<file path="src/rtl/bus_pkg.sv">
// Shared definitions for the core memory-bus decoder.
//   - state_e        : response sequencer FSM states
//   - DEF_*          : default address map and error read data
//   - SEL_*_BIT      : bit positions of the one-hot decode result {ram, acc, err}
//   - in_window()    : full 32-bit base/size window test
package bus_pkg;

    typedef enum logic [2:0] {
        ST_IDLE = 3'd0,
        ST_RAM  = 3'd1,
        ST_ACC  = 3'd2,
        ST_ERR  = 3'd3,
        ST_DONE = 3'd4
    } state_e;

    localparam logic [31:0] DEF_RAM_BASE = 32'h0080_0000;
    localparam int          DEF_RAM_AW   = 16;
    localparam logic [31:0] DEF_ACC_BASE = 32'h0200_0000;
    localparam int          ACC_AW       = 12;   // 4 KiB register window
    localparam int          DEF_TIMEOUT  = 256;
    localparam logic [31:0] DEF_ERR_DATA = 32'hDEAD_BEEF;

    localparam int SEL_RAM_BIT = 2;
    localparam int SEL_ACC_BIT = 1;
    localparam int SEL_ERR_BIT = 0;

    // Compare in 33 bits so a window touching the top of the address space
    // does not wrap its upper bound to zero.
    function automatic logic in_window(input logic [31:0] addr,
                                       input logic [31:0] base,
                                       input int          aw);
        logic [32:0] a;
        logic [32:0] lo;
        logic [32:0] hi;
        a  = {1'b0, addr};
        lo = {1'b0, base};
        hi = lo + (33'd1 << aw);
        return (a >= lo) && (a < hi);
    endfunction

endpackage

</file>
<file path="src/rtl/bus_addr_decode.sv">
// Combinational address decoder for the core memory bus.
// Ports:
//   addr in 32 : byte address from the core (bits [1:0] have no effect since
//                both windows are word aligned)
//   sel  out 3 : one-hot {ram, acc, err}; err is set when no window matches
module bus_addr_decode
    import bus_pkg::*;
#(
    parameter logic [31:0] RAM_BASE = DEF_RAM_BASE,
    parameter int          RAM_AW   = DEF_RAM_AW,
    parameter logic [31:0] ACC_BASE = DEF_ACC_BASE
) (
    input  logic [31:0] addr,
    output logic [2:0]  sel
);

    logic ram_hit;
    logic acc_hit;

    always_comb begin
        ram_hit = in_window(addr, RAM_BASE, RAM_AW);
        acc_hit = in_window(addr, ACC_BASE, ACC_AW);
        sel = '0;
        // RAM takes priority so the result stays one-hot even if a
        // misconfigured map makes the windows overlap.
        sel[SEL_RAM_BIT] = ram_hit;
        sel[SEL_ACC_BIT] = acc_hit & ~ram_hit;
        sel[SEL_ERR_BIT] = ~ram_hit & ~acc_hit;
    end

endmodule

</file>
<file path="src/rtl/mem_bus_decoder.sv">
// Address decoder and response sequencer for the core's native memory bus.
// Routes each transfer to the program/data RAM or the matmul accelerator
// window and returns exactly one cpu_mem_ready pulse per transfer. Unmapped
// addresses complete with rdata 0 and set the sticky bus_err flag.
//
// Optional feature macro: BUS_TIMEOUT_EN
//   defined   : a slave that does not answer within TIMEOUT cycles is
//               abandoned and the transfer completes with ERR_DATA + bus_err
//   undefined : slaves may stall indefinitely
//
// Ports:
//   clk, resetn (async, active low)
//   cpu_mem_*  : core request (valid/instr/addr/wdata/wstrb) and response
//                (ready pulse, rdata held between pulses)
//   ram_*      : RAM slave port, word-indexed address
//   acc_*      : accelerator slave port, word-indexed address
//   bus_err    : sticky error flag; bus_err_addr holds the first faulting address
module mem_bus_decoder
    import bus_pkg::*;
#(
    parameter logic [31:0] RAM_BASE = DEF_RAM_BASE,
    parameter int          RAM_AW   = DEF_RAM_AW,
    parameter logic [31:0] ACC_BASE = DEF_ACC_BASE,
    parameter int          TIMEOUT  = DEF_TIMEOUT,
    parameter logic [31:0] ERR_DATA = DEF_ERR_DATA
) (
    input  logic              clk,
    input  logic              resetn,

    input  logic              cpu_mem_valid,
    input  logic              cpu_mem_instr,
    input  logic [31:0]       cpu_mem_addr,
    input  logic [31:0]       cpu_mem_wdata,
    input  logic [3:0]        cpu_mem_wstrb,
    output logic              cpu_mem_ready,
    output logic [31:0]       cpu_mem_rdata,

    output logic              ram_valid,
    output logic [RAM_AW-3:0] ram_addr,
    output logic [31:0]       ram_wdata,
    output logic [3:0]        ram_wstrb,
    input  logic              ram_ready,
    input  logic [31:0]       ram_rdata,

    output logic              acc_valid,
    output logic [9:0]        acc_addr,
    output logic [31:0]       acc_wdata,
    output logic [3:0]        acc_wstrb,
    input  logic              acc_ready,
    input  logic [31:0]       acc_rdata,

    output logic              bus_err,
    output logic [31:0]       bus_err_addr
);

    logic [2:0] sel;

    bus_addr_decode #(
        .RAM_BASE (RAM_BASE),
        .RAM_AW   (RAM_AW),
        .ACC_BASE (ACC_BASE)
    ) u_decode (
        .addr (cpu_mem_addr),
        .sel  (sel)
    );

    state_e            state_q,        state_d;
    logic              ready_q,        ready_d;
    logic [31:0]       rdata_q,        rdata_d;
    logic              ram_valid_q,    ram_valid_d;
    logic [RAM_AW-3:0] ram_addr_q,     ram_addr_d;
    logic [31:0]       ram_wdata_q,    ram_wdata_d;
    logic [3:0]        ram_wstrb_q,    ram_wstrb_d;
    logic              acc_valid_q,    acc_valid_d;
    logic [9:0]        acc_addr_q,     acc_addr_d;
    logic [31:0]       acc_wdata_q,    acc_wdata_d;
    logic [3:0]        acc_wstrb_q,    acc_wstrb_d;
    logic              bus_err_q,      bus_err_d;
    logic [31:0]       bus_err_addr_q, bus_err_addr_d;
    logic              fault;

    // Instruction fetches decode exactly like data accesses.
    logic unused_instr;
    assign unused_instr = cpu_mem_instr;

`ifdef BUS_TIMEOUT_EN
    logic [15:0] cnt_q, cnt_d;
    logic        expired;
    assign expired = (cnt_q == 16'(TIMEOUT - 1));
`else
    logic unused_cfg;
    assign unused_cfg = ^{ERR_DATA, TIMEOUT[15:0]};
`endif

    always_comb begin
        state_d        = state_q;
        ready_d        = 1'b0;
        rdata_d        = rdata_q;
        ram_valid_d    = ram_valid_q;
        ram_addr_d     = ram_addr_q;
        ram_wdata_d    = ram_wdata_q;
        ram_wstrb_d    = ram_wstrb_q;
        acc_valid_d    = acc_valid_q;
        acc_addr_d     = acc_addr_q;
        acc_wdata_d    = acc_wdata_q;
        acc_wstrb_d    = acc_wstrb_q;
        bus_err_d      = bus_err_q;
        bus_err_addr_d = bus_err_addr_q;
        fault          = 1'b0;
`ifdef BUS_TIMEOUT_EN
        cnt_d          = cnt_q;
`endif

        case (state_q)
            ST_IDLE: begin
                if (cpu_mem_valid) begin
                    if (sel[SEL_RAM_BIT]) begin
                        state_d     = ST_RAM;
                        ram_valid_d = 1'b1;
                        ram_addr_d  = cpu_mem_addr[RAM_AW-1:2];
                        ram_wdata_d = cpu_mem_wdata;
                        ram_wstrb_d = cpu_mem_wstrb;
                    end else if (sel[SEL_ACC_BIT]) begin
                        state_d     = ST_ACC;
                        acc_valid_d = 1'b1;
                        acc_addr_d  = cpu_mem_addr[ACC_AW-1:2];
                        acc_wdata_d = cpu_mem_wdata;
                        acc_wstrb_d = cpu_mem_wstrb;
                    end else begin
                        state_d = ST_ERR;
                    end
`ifdef BUS_TIMEOUT_EN
                    cnt_d = '0;
`endif
                end
            end

            ST_RAM: begin
                if (ram_ready) begin
                    ram_valid_d = 1'b0;
                    rdata_d     = ram_rdata;
                    ready_d     = 1'b1;
                    state_d     = ST_DONE;
`ifdef BUS_TIMEOUT_EN
                end else if (expired) begin
                    ram_valid_d = 1'b0;
                    rdata_d     = ERR_DATA;
                    ready_d     = 1'b1;
                    fault       = 1'b1;
                    state_d     = ST_DONE;
                end else begin
                    cnt_d = cnt_q + 16'd1;
`endif
                end
            end

            ST_ACC: begin
                if (acc_ready) begin
                    acc_valid_d = 1'b0;
                    rdata_d     = acc_rdata;
                    ready_d     = 1'b1;
                    state_d     = ST_DONE;
`ifdef BUS_TIMEOUT_EN
                end else if (expired) begin
                    acc_valid_d = 1'b0;
                    rdata_d     = ERR_DATA;
                    ready_d     = 1'b1;
                    fault       = 1'b1;
                    state_d     = ST_DONE;
                end else begin
                    cnt_d = cnt_q + 16'd1;
`endif
                end
            end

            // Unmapped: the write (if any) is simply dropped.
            ST_ERR: begin
                rdata_d = '0;
                ready_d = 1'b1;
                fault   = 1'b1;
                state_d = ST_DONE;
            end

            // The core is still holding valid for the transfer just
            // completed; skip it so it is not decoded a second time.
            ST_DONE: begin
                state_d = ST_IDLE;
            end

            default: begin
                state_d = ST_IDLE;
            end
        endcase

        if (fault) begin
            bus_err_d = 1'b1;
            if (!bus_err_q) begin
                bus_err_addr_d = cpu_mem_addr;
            end
        end
    end

    always_ff @(posedge clk or negedge resetn) begin
        if (!resetn) begin
            state_q        <= ST_IDLE;
            ready_q        <= 1'b0;
            rdata_q        <= '0;
            ram_valid_q    <= 1'b0;
            ram_addr_q     <= '0;
            ram_wdata_q    <= '0;
            ram_wstrb_q    <= '0;
            acc_valid_q    <= 1'b0;
            acc_addr_q     <= '0;
            acc_wdata_q    <= '0;
            acc_wstrb_q    <= '0;
            bus_err_q      <= 1'b0;
            bus_err_addr_q <= '0;
`ifdef BUS_TIMEOUT_EN
            cnt_q          <= '0;
`endif
        end else begin
            state_q        <= state_d;
            ready_q        <= ready_d;
            rdata_q        <= rdata_d;
            ram_valid_q    <= ram_valid_d;
            ram_addr_q     <= ram_addr_d;
            ram_wdata_q    <= ram_wdata_d;
            ram_wstrb_q    <= ram_wstrb_d;
            acc_valid_q    <= acc_valid_d;
            acc_addr_q     <= acc_addr_d;
            acc_wdata_q    <= acc_wdata_d;
            acc_wstrb_q    <= acc_wstrb_d;
            bus_err_q      <= bus_err_d;
            bus_err_addr_q <= bus_err_addr_d;
`ifdef BUS_TIMEOUT_EN
            cnt_q          <= cnt_d;
`endif
        end
    end

    assign cpu_mem_ready = ready_q;
    assign cpu_mem_rdata = rdata_q;
    assign ram_valid     = ram_valid_q;
    assign ram_addr      = ram_addr_q;
    assign ram_wdata     = ram_wdata_q;
    assign ram_wstrb     = ram_wstrb_q;
    assign acc_valid     = acc_valid_q;
    assign acc_addr      = acc_addr_q;
    assign acc_wdata     = acc_wdata_q;
    assign acc_wstrb     = acc_wstrb_q;
    assign bus_err       = bus_err_q;
    assign bus_err_addr  = bus_err_addr_q;

endmodule
</file>
<file path="config.mk">
export PLATFORM = sky130hd
export DESIGN_NAME = mem_bus_decoder
export DESIGN_NICKNAME = d
export VERILOG_FILES = /design/src/rtl/bus_pkg.sv /design/src/rtl/bus_addr_decode.sv /design/src/rtl/mem_bus_decoder.sv
export SDC_FILE = /design/constraint.sdc
export NUM_CORES = 1
export LEC_CHECK = 0
export BUFFER_PORTS_ARGS = -buffer_cell sky130_fd_sc_hd__buf_2
export CORE_ASPECT_RATIO = 0.9
export CORE_MARGIN = 2
export CORE_UTILIZATION = 47
export DETAILED_ROUTE_END_ITERATION = 10
export PLACE_DENSITY = 0.79
export SLEW_MARGIN = 20
export SYNTH_ARGS = -nofsm -noshare
export SYNTH_HDL_FRONTEND = slang
export SYNTH_SLANG_ARGS = --single-unit
</file>
<file path="constraint.sdc">
create_clock -name clk -period 2.4 [get_ports clk]
set_input_delay 0 -clock clk [delete_from_list [all_inputs] [get_ports clk]]
set_output_delay 0 -clock clk [all_outputs]
set_load 0.01 [all_outputs]
</file>
==> results <==
- The run finished with clean final reports.
- Setup violations remaining at the end of the flow were counted as 0.
- The count of synthesis-stage warnings from yosys is 0.
- In the layout the commonest cells are 299 x sky130_fd_sc_hd__buf_2, 167 x sky130_fd_sc_hd__dfrtp_1, 106 x sky130_fd_sc_hd__dlygate4sd3_1.
- The global-route met2 utilization is 0.468.
- The insertion delay of the later-clocked pin in the worst-skew pair is between 0.4 and 0.5 ns.
- In this run the most used layer during global routing was met2.
- In the finished design, the share of the clock period the worst path needs comes to 0.909.
- Of the total power, the share spent switching nets is 0.312.
- Compared with the post-synthesis result, the final layout area differs by 48.9%.
- Among cell families on the critical path, the largest total delay comes from buffers and inverters.
- The kind of end point of the critical path is a flip-flop.
- The initial core utilization is 0.484.
- In the final layout, the share of cells above drive strength 1 is 0.519.
- The part of the power in registers is 0.406.
- The synthesized cell area is 6850 um^2.
- STA puts the critical path data required time at 2.66 ns.
- The share of total power dissipated in the clock network is 0.312.
- At the end of routability-driven placement, the weighted congestion stood at around 0.80.
- The die span in x is 131 um.
- The sum of negative setup slack is 0 ns.
- The leading cell type in the layout, fill and taps excluded is sky130_fd_sc_hd__buf_2.
- The die covers 15600 um^2.
- The count of distinct cell types in the synthesized netlist is 31.
- The worst ir drop on vdd is 0.825 mV.
- The via count of the first global-routing pass was 6012.
- In the global route stage, met3 resource usage came out at 0.0699.
- The library cell contributing the largest single delay on the critical path is sky130_fd_sc_hd__dlygate4sd3_1.
- The post-synthesis sequential element count is 167.
- The maximum fanout along the worst path is 67.
- After detailed routing, the average wire length per cell comes to 18.0 um.
- The worst relative slew slack is 0.597.
- The final number of max-transition violations is 0.
- The internal portion of total power is 6.34 mW.
- The ratio of total power to cell area is 904 nW/um^2.
- For this run, the total global-route usage over all layers was measured as 0.255.
- The number of cell rows is 41.
- The ratio of routed vias to standard cells is 5.07.
- Setup repair after global routing left no endpoint under its margin.
- The largest net degree at the start of global routing is roughly 70.
- The height of the die is 119 um.
- The clock passes through at most 2 buffers.
- The TritonCTS buffer count is 17.
- The CTS tree is yes.
- The initial antenna violation count is 0.
- The worst path in the final design needs a cycle of 2.18 ns, including I/O delays and setup.
- The net total in the final layout is 1026.
- The number of H-tree branching levels is 4.
- Yosys attributes the largest share of cell area to sky130_fd_sc_hd__dfrtp_1 61%, sky130_fd_sc_hd__mux2_2 15%, sky130_fd_sc_hd__mux2_4 6.4%.
- The final number of hold-violating endpoints was 0.
- The area share of the leading cell type in the synthesized netlist is 0.610.
- For this run, the slowest stage of the critical path takes 0.56 ns.
- The remaining global-route overflow is 0.
- The mean cell area of the mapped netlist is 14.1 um^2.
- The repair_antennas step left the layout with diodes totalling 0.
- The internal reg-to-reg setup slack is 0.22 ns.
- The setup skew after layout is roughly 0.0055 ns.
- The first global-routing pass estimated 31.2 mm of wire.
- The core region is 14200 um^2.
- The count of routing violations after the opening detailed-route iteration is 269.
- The critical path is of the reg -> reg type.
- Port buffering added 300 buffers.
- Data arrives at the worst endpoint at ~2.5 ns.
- The post-synthesis cell count is 486.
- The critical path contains buffers and inverters numbering 2 combined.
- The clock-pin slew on the worst setup and hold paths is 0.06 ns.
- The worst-case hold slack is 0.0228 ns.
- The share of the Yosys chip area taken by registers is 0.610.
- The tool flagged a number of max-cap violations equal to 0.
- The HPWL after detailed placement is 12.2 mm.
- During I/O placement, the number of pins put on the boundary was 302.
- The worst setup path is launched from a flip-flop.
- The root buffer cell chosen for the clock tree is sky130_fd_sc_hd__clkbuf_16.
- The net switching power is 2.88 mW.
- After clock tree synthesis, the setup repair step added 0 buffers.
- Among the stages of the critical path, the cell type that occurs most often is sky130_fd_sc_hd__a21oi_1.
- Based on the critical path, the design can be clocked at up to 458 MHz.
- The first TritonRoute pass finished after 5 iterations.
- The synthesized design spends more area on one cell type than any other, namely sky130_fd_sc_hd__dfrtp_1.
- For this design, the sink count on the clock tree is 167.
- After detailed routing, the number of remaining DRC violations is 0.
- The met1 routing resource usage after global routing is 0.276.
- The total leakage power is 5.27 nW.
- The critical path goes through nand2b_2, buf_6, nor3b_1, a21oi_1, dlygate4sd3_1, a21oi_1.
- Detailed routing inserted a total of 5549 vias.
- For the pin with the worst max-slew slack, the measured transition is a little over 0.6 ns.
- The class of the tightest hold or removal check is in -> reg.
- When the netlist entered floorplanning its net count stood at ~620.
- The detailed-route wire length is 19.7 mm.
- The share of total power dissipated in combinational logic is 0.282.
- The remaining number of nets flagged by the antenna check after routing is 0.
Yosys cell counts:
cell type	instances
sky130_fd_sc_hd__dfrtp_1	167
sky130_fd_sc_hd__mux2_2	93
sky130_fd_sc_hd__a21oi_1	66
sky130_fd_sc_hd__nor2_1	34
sky130_fd_sc_hd__nor3b_1	32
sky130_fd_sc_hd__mux2_4	29
sky130_fd_sc_hd__buf_2	8
sky130_fd_sc_hd__clkbuf_1	8
sky130_fd_sc_hd__buf_6	7
sky130_fd_sc_hd__mux2_1	6
sky130_fd_sc_hd__buf_1	5
sky130_fd_sc_hd__nor4_1	4
sky130_fd_sc_hd__o21ai_0	4
sky130_fd_sc_hd__buf_12	3
sky130_fd_sc_hd__inv_1	2
sky130_fd_sc_hd__nand2_1	2
sky130_fd_sc_hd__nand2b_1	2
sky130_fd_sc_hd__a2bb2oi_1	1
sky130_fd_sc_hd__buf_4	1
sky130_fd_sc_hd__nand3_1	1
sky130_fd_sc_hd__nand3b_1	1
sky130_fd_sc_hd__nand4_1	1
sky130_fd_sc_hd__nor2_2	1
sky130_fd_sc_hd__nor2_4	1
sky130_fd_sc_hd__nor2b_1	1
sky130_fd_sc_hd__nor3_2	1
sky130_fd_sc_hd__nor4b_4	1
sky130_fd_sc_hd__o21bai_1	1
sky130_fd_sc_hd__o22a_1	1
sky130_fd_sc_hd__o31ai_1	1
sky130_fd_sc_hd__or3_1	1
power groups by stage:
stage	registers (mW)	logic (mW)	clock network, mW
final	3.74	2.61	2.88
after CTS	3.73	2.55	2.93
after global placement	3.73	2.29	0
after global routing	3.81	2.82	3.05
after floorplan	4.01	1.11	0
after detailed placement	3.77	2.39	0
logic make-up after synthesis:
logic type      after synthesis  share of synthesized area
buf+inv                      34                     0.0354
compound gates               74                     0.0559
flops                       167                      0.610
mux                         128                      0.226
simple gates                 83                     0.0723
per-layer routing:
metal,up-vias,wire [um]
met2,232,10700
li1,2521,-
met4,0,626
met3,54,1050
met1,2742,7300
met5,-,0
tightest hold or removal path, delay by kind of cell:
family | cells | cell delay, ns
buffers and inverters | 1 | 0.10
AO/OA/AOI/OAI | 2 | 0.16
AND/OR/NAND/NOR | 1 | 0.13
layout make-up:
cell class | count | area (um^2)
Clock buffer | 20 | 457
Clock inverter | 12 | 174
Fill cell | 955 | 3960
Inverter | 2 | 7.51
Multi-Input combinational cell | 285 | 2450
Sequential cell | 167 | 4180
Tap cell | 193 | 241
Timing Repair Buffer | 415 | 2690
flip-flops by register name, indices dropped and copies added, names as in the netlist:
name           count
ram_addr          14
bus_err            1
acc_wstrb          4
acc_valid          1
ram_wdata         32
ram_wstrb          4
acc_wdata         32
ram_valid          1
cpu_mem_ready      1
bus_err_addr      32
cpu_mem_rdata     32
acc_addr          10
state_q            3
what timing repair did:
action / CTS / global route
endpoints found under the hold margin: 229 / 0
setup endpoints to repair: 0 / 1
hold buffers: 106 / 0
resized for setup: 0 / 1
through the flow:
stage | area (um^2) | power [mW] | instances | setup WS, ns | utilization
after global routing | 10200 | 9.68 | 1094 | 0.133 | 0.721
after global placement | 8510 | 6.02 | 956 | 0.501 | 0.601
final | 10200 | 9.23 | 1094 | 0.219 | 0.721
after CTS | 10200 | 9.21 | 1094 | 0.181 | 0.720
after floorplan | 6850 | 5.12 | 486 | 0.648 | -
after detailed placement | 8510 | 6.16 | 956 | 0.396 | 0.601
final timing paths:
path	end	cells past startpoint	from
min in group asynchronous	ram_wdata[0]$_DFFE_PN0P_	2	resetn
max reg2reg	cpu_mem_rdata[19]$_DFFE_PN0P_	6	state_q[2]$_DFFE_PN0P_
min	state_q[0]$_DFFE_PN0P_	4	cpu_mem_valid
min reg2reg	ram_wdata[31]$_DFFE_PN0P_	1	ram_wdata[31]$_DFFE_PN0P_
max in group asynchronous	bus_err_addr[28]$_DFFE_PN0P_	3	resetn
max	cpu_mem_rdata[19]$_DFFE_PN0P_	6	state_q[2]$_DFFE_PN0P_
(Power assumes the default switching activity.)
